$ cat src/rtl/fn_unit_pkg.sv
// Shared definitions for the LUT function unit: FSM encoding, table width, legal N_IN range.
package fn_unit_pkg;

  localparam int N_IN_MIN = 2;
  localparam int N_IN_MAX = 8;

  typedef enum logic [1:0] {
    ST_IDLE  = 2'd0,
    ST_SWEEP = 2'd1,
    ST_DONE  = 2'd2
  } state_t;

  // Number of truth-table entries for an n-input function.
  function automatic int tt_width(input int n);
    return 1 << n;
  endfunction

endpackage

$ cat src/rtl/tt_shift_reg.sv
// Truth-table store: serial shift-in load, reset to a default table, two index read ports
// (one for evaluation, one for the sweep engine).
module tt_shift_reg
  import fn_unit_pkg::*;
#(
  parameter int                        N_IN       = 4,
  parameter logic [tt_width(N_IN)-1:0] DEFAULT_TT = 16'h0DD0
) (
  input  logic            clock,
  input  logic            reset_b,
  input  logic            i_shift_en,
  input  logic            i_bit,
  input  logic [N_IN-1:0] i_eval_idx,
  input  logic [N_IN-1:0] i_sweep_idx,
  output logic            o_eval_bit,
  output logic            o_sweep_bit
);

  localparam int TT_W = tt_width(N_IN);

  logic [TT_W-1:0] r_tt;

  // Shift a new bit in at index 0; the oldest bit ends up at the top after TT_W loads.
  always_ff @(posedge clock or negedge reset_b) begin
    if (!reset_b) begin
      r_tt <= DEFAULT_TT;
    end else if (i_shift_en) begin
      r_tt <= {r_tt[TT_W-2:0], i_bit};
    end
  end

  assign o_eval_bit  = r_tt[i_eval_idx];
  assign o_sweep_bit = r_tt[i_sweep_idx];

endmodule

$ cat src/rtl/lut_function_unit.sv
// Reprogrammable N-input Boolean function: registered evaluation plus a sweep that counts
// minterms and finds the lowest true index.
//
// state | meaning
// IDLE  | evaluating; accepts start or serial table loads
// SWEEP | walking idx over every table entry, table frozen
// DONE  | publishing count/first_idx/none, raising the done pulse
module lut_function_unit
  import fn_unit_pkg::*;
#(
  parameter int                        N_IN       = 4,
  parameter logic [tt_width(N_IN)-1:0] DEFAULT_TT = 16'h0DD0
) (
  input  logic            clock,
  input  logic            reset_b,
  input  logic            load_en,
  input  logic            load_bit,
  input  logic [N_IN-1:0] x,
  input  logic            start,
  output logic            F,
  output logic            busy,
  output logic            done,
  output logic [N_IN:0]   count,
  output logic [N_IN-1:0] first_idx,
  output logic            none
);

  if (N_IN < N_IN_MIN || N_IN > N_IN_MAX) begin : g_bad_n_in
    $error("lut_function_unit: N_IN outside the supported range");
  end

  state_t          r_state;
  state_t          w_state_nxt;
  logic [N_IN-1:0] r_idx;
  logic [N_IN-1:0] r_fidx;
  logic [N_IN:0]   r_acc;
  logic            r_found;
  logic            r_done;
  logic            r_f;
  logic [N_IN:0]   r_count;
  logic [N_IN-1:0] r_first_idx;
  logic            r_none;

  logic w_idle;
  logic w_start_ok;
  logic w_load_ok;
  logic w_last;
  logic w_clear;
  logic w_step;
  logic w_finish;
  logic w_eval_bit;
  logic w_sweep_bit;

  // Start is accepted as soon as the FSM is back in IDLE, even while the trailing
  // done cycle still holds busy high; start has priority over a simultaneous load.
  assign w_idle     = (r_state == ST_IDLE);
  assign w_start_ok = w_idle && start;
  assign w_load_ok  = w_idle && load_en && !start;
  assign w_last     = &r_idx;

  tt_shift_reg #(
    .N_IN       (N_IN),
    .DEFAULT_TT (DEFAULT_TT)
  ) u_tt (
    .clock       (clock),
    .reset_b     (reset_b),
    .i_shift_en  (w_load_ok),
    .i_bit       (load_bit),
    .i_eval_idx  (x),
    .i_sweep_idx (r_idx),
    .o_eval_bit  (w_eval_bit),
    .o_sweep_bit (w_sweep_bit)
  );

  // State register.
  always_ff @(posedge clock or negedge reset_b) begin
    if (!reset_b) begin
      r_state <= ST_IDLE;
    end else begin
      r_state <= w_state_nxt;
    end
  end

  // Next-state decode and per-state datapath strobes.
  always_comb begin
    w_state_nxt = r_state;
    w_clear     = 1'b0;
    w_step      = 1'b0;
    w_finish    = 1'b0;
    unique case (r_state)
      ST_IDLE: begin
        if (w_start_ok) begin
          w_clear     = 1'b1;
          w_state_nxt = ST_SWEEP;
        end
      end
      ST_SWEEP: begin
        w_step = 1'b1;
        if (w_last) begin
          w_state_nxt = ST_DONE;
        end
      end
      ST_DONE: begin
        w_finish    = 1'b1;
        w_state_nxt = ST_IDLE;
      end
      default: begin
        w_state_nxt = ST_IDLE;
      end
    endcase
  end

  // Sweep engine: index walk, minterm accumulator and first-true capture.
  always_ff @(posedge clock or negedge reset_b) begin
    if (!reset_b) begin
      r_idx   <= '0;
      r_acc   <= '0;
      r_found <= 1'b0;
      r_fidx  <= '0;
    end else if (w_clear) begin
      r_idx   <= '0;
      r_acc   <= '0;
      r_found <= 1'b0;
      r_fidx  <= '0;
    end else if (w_step) begin
      if (w_sweep_bit) begin
        r_acc <= r_acc + 1'b1;
        if (!r_found) begin
          r_fidx  <= r_idx;
          r_found <= 1'b1;
        end
      end
      if (!w_last) begin
        r_idx <= r_idx + 1'b1;
      end
    end
  end

  // Result registers hold until the next completed sweep; done is a one-cycle pulse.
  always_ff @(posedge clock or negedge reset_b) begin
    if (!reset_b) begin
      r_done      <= 1'b0;
      r_count     <= '0;
      r_first_idx <= '0;
      r_none      <= 1'b0;
    end else begin
      r_done <= w_finish;
      if (w_finish) begin
        r_count     <= r_acc;
        r_first_idx <= r_found ? r_fidx : '0;
        r_none      <= !r_found;
      end
    end
  end

  // Registered evaluation, running in every state.
  always_ff @(posedge clock or negedge reset_b) begin
    if (!reset_b) begin
      r_f <= 1'b0;
    end else begin
      r_f <= w_eval_bit;
    end
  end

  assign F         = r_f;
  assign busy      = (r_state != ST_IDLE) || r_done;
  assign done      = r_done;
  assign count     = r_count;
  assign first_idx = r_first_idx;
  assign none      = r_none;

endmodule
$ cat config.mk
export PLATFORM = sky130hd
export DESIGN_NAME = lut_function_unit
export DESIGN_NICKNAME = d
export VERILOG_FILES = /design/src/rtl/fn_unit_pkg.sv /design/src/rtl/tt_shift_reg.sv /design/src/rtl/lut_function_unit.sv
export SDC_FILE = /design/constraint.sdc
export NUM_CORES = 1
export LEC_CHECK = 0
export CAP_MARGIN = 40
export CORE_MARGIN = 5
export CORE_UTILIZATION = 25
export DETAILED_ROUTE_END_ITERATION = 8
export DONT_BUFFER_PORTS = 1
export SYNTH_ARGS = -nofsm -noshare
export SYNTH_HDL_FRONTEND = slang
export SYNTH_SLANG_ARGS = --single-unit
export TNS_END_PERCENT = 20
$ cat constraint.sdc
create_clock -name clock -period 2.7 [get_ports clock]
set_clock_uncertainty 0.1 [all_clocks]
set_input_delay 0.81 -clock clock [delete_from_list [all_inputs] [get_ports clock]]
set_output_delay 0.81 -clock clock [all_outputs]
set_load 0.01 [all_outputs]
==> flow_summary.json <==
{
  "post-dp-hpwl_mm": 2.76,
  "via_count": 1192,
  "wl_mm": 3.80,
  "dieWidth_um": 102,
  "status": "completed",
  "setup-tns-final_ns": 0,
  "hold_viol_final": 0,
  "place.gp.congestion": 0.797,
  "ir_worst_vdd_v": 0.000293,
  "final_area_um2": 2330,
  "first_pass_iters": 4,
  "synthTopCellsByArea": "dfrtp_1, mux2_2, dfstp_2, mux2i_1, mux4_2",
  "rows": 33,
  "path_clk_slew_ns": 0.09,
  "rsz0062_at_grt": "false",
  "post_cts_buffers": 0,
  "ys_ff_latch": 44,
  "initial_utilization_pct": 25.6,
  "synth_cells": 167,
  "cts_htree_levels": 2,
  "grt_start_max_net_pins": 45,
  "finalSetupViolCount": 0,
  "insertion_delay_ns": 0.30,
  "cts_tree": "built",
  "overflow": 0,
  "synthArstFlopShare_pct": 100,
  "required_ns": 1.79,
  "crit_chain": "or3_1",
  "portBuffers": 0,
  "post_dp_cell_area_um2": 2210,
  "ys.flop_type": "dfrtp_1",
  "tightest_slew_ns": 0.562,
  "syn_area_um2": 2110,
  "max_stage_delay_ns": 0.47,
  "avgSynthCellArea_um2": 12.6,
  "cts_root_buf": "clkbuf_8",
  "ys_warn_count": 0,
  "seq_area_um2": 1110,
  "syn_nets": 178,
  "drc_errors": 0,
  "leakage_nw": 1.05,
  "worst_slack_ns": 0.567,
  "grt_pass1_wl_mm": 6.40,
  "critPathCaptureType": "primary output",
  "worstPathMaxFanout": 6,
  "synth_cell_types": 38,
  "drt-initial-drc-count": 25,
  "finalCritPeriodShare_pct": 79.0,
  "grt_util_all_layers_pct": 8.01,
  "coreArea_um2": 8220,
  "io_pins": 22,
  "maxCapViolCount": 0,
  "slowest_stage": "dfrtp_1",
  "nFillCells": 838,
  "crit_family": "flip-flops",
  "path_buf_inv": 0,
  "drt-vias-per-instance": 4.33,
  "antenna_found_initial": 0,
  "r2r_slack_ns": 0.73,
  "chipHeight_um": 102,
  "final_max_slew_viol_count": 0,
  "hold_buffers": 0,
  "yosysSeqAreaShare_pct": 52.6,
  "syn2layout_area_growth_pct": 10.8,
  "clock-sinks": 44,
  "start_kind": "flop",
  "fmaxAchievable_ghz": 0.469,
  "die_area_um2": 10400,
  "synth_top_area_share_pct": 45.2,
  "ctsResizeCount": 0,
  "fin_crit_ns": 2.13,
  "multi_input_area_um2": 945,
  "grt_pass1_vias": 1258,
  "cts_buffer_depth": 2,
  "drive_gt1_share_pct": 28.2,
  "synth-edff-count": 0,
  "nets": 180,
  "drt-wirelength-per-cell_um": 13.8,
  "place_ws_ns": 0.687,
  "cp.arrival_ns": 1.22,
  "power_density_nw_per_um2": 981,
  "hold_path.class": "in2async",
  "ant_nets": 0,
  "numCtsBuffers": 5,
  "critical_path_class": "reg2out",
  "relSlewSlack_pct": 62.6,
  "diodes": 0,
  "yosys.area.top_type": "dfrtp_1"
}
==> cells in the final DEF, fill, tap and decap left out, types with 2 or more instances in the layout <==
master     n
a211oi_1   2
a21oi_1    2
clkbuf_8   6
dfrtp_1   38
dfstp_2    6
ha_1       2
inv_1      5
mux2_2    21
mux2i_1   14
mux4_2     5
nand2_1   25
nand2b_1   2
nand3_1    2
nor2_1     5
nor2b_1    3
nor3_1     3
o21a_1     2
o21ai_0    6
xnor2_1    2
==> path summary, 6_finish.rpt <==
check / endpoint / start / cells past startpoint
worst max-delay path: busy / r_state[1]$_DFFE_PN0P_ / 1
min in group clock: r_acc[4]$_DFFE_PN0P_ / r_acc[4]$_DFFE_PN0P_ / 1
worst max register to register: r_acc[3]$_DFFE_PN0P_ / r_idx[0]$_DFFE_PN0P_ / 5
max in group asynchronous: u_tt.r_tt[4]$_DFFE_PN1P_ / reset_b / 0
worst min-delay path: count[1]$_DFFE_PN0P_ / reset_b / 0
worst min register to register: r_acc[4]$_DFFE_PN0P_ / r_acc[4]$_DFFE_PN0P_ / 1
==> logic make-up after synthesis <==
logic type	synth area share (%)
AOI/OAI and AO/OA	6.77
buffers and inverters	2.91
xor gates and xnor gates	0.832
and+or+nand+nor	11.7
adders and majority gates	1.19
muxes	23.9
DFF	52.6
==> cell usage after synthesis, drive strengths merged, types with 3 or more instances <==
| library cell | count |
|---|---|
| dfrtp | 38 |
| buf | 4 |
| mux2i | 14 |
| dfstp | 6 |
| mux2 | 22 |
| nand2 | 25 |
| nor2 | 5 |
| nor2b | 3 |
| o21ai | 7 |
| inv | 5 |
| mux4 | 5 |
| nor3 | 4 |
==> flip-flops by register name, indices dropped and copies added, names as in the netlist <==
signal     cells
r_found        1
u_tt.r_tt     16
r_idx          4
none           1
r_fidx         4
first_idx      4
count          5
r_acc          5
r_state        2
F              1
done           1
==> report_power, final <==
part | switching [mW] | internal, mW | total (mW)
registers | 0.229 | 0.846 | 1.08
clock network | 0.229 | 0.303 | 0.532
logic | 0.322 | 0.359 | 0.681
==> area by class of cell <==
cell class                 count  share of cell area (%)
multi-input combinational    112                    40.5
clock inverter                 2                    1.66
timing repair buffer           1                   0.322
sequential                    44                    47.5
inverter                       5                   0.805
tap                          105                    5.63
clock buffer                   6                    3.54
==> worst register-to-register path, delay by kind of cell, from the launching register on <==
family             cells  cell delay (ns)
DFF                    1             0.65
AOI/OAI and AO/OA      2             0.54
and+or+nand+nor        1             0.29
muxes                  2             0.34
==> per-layer routing <==
metal | up-vias | global-route usage, % | wire length [µm] | share of wire (%)
met1 | 565 | 10.9 | 1850 | 49
met5 | - | 0 | 0 | 0
met3 | 5 | 3.79 | 330 | 8.7
met2 | 30 | 11.5 | 1580 | 42
li1 | 592 | - | - | -
met4 | 0 | 2.15 | 38 | 1.0
==> per-stage QoR <==
stage,cells,utilization [%],power (mW),hold slack [ns]
after floorplan,167,-,1.64,0.341
after global placement,267,26.9,1.77,0.386
after detailed placement,267,26.9,1.78,0.387
after CTS,275,28.4,2.32,0.0843
after global routing,275,28.4,2.47,0.0678
final,275,28.4,2.29,0.0945
Note: power is estimated with default switching activity, not from simulation.
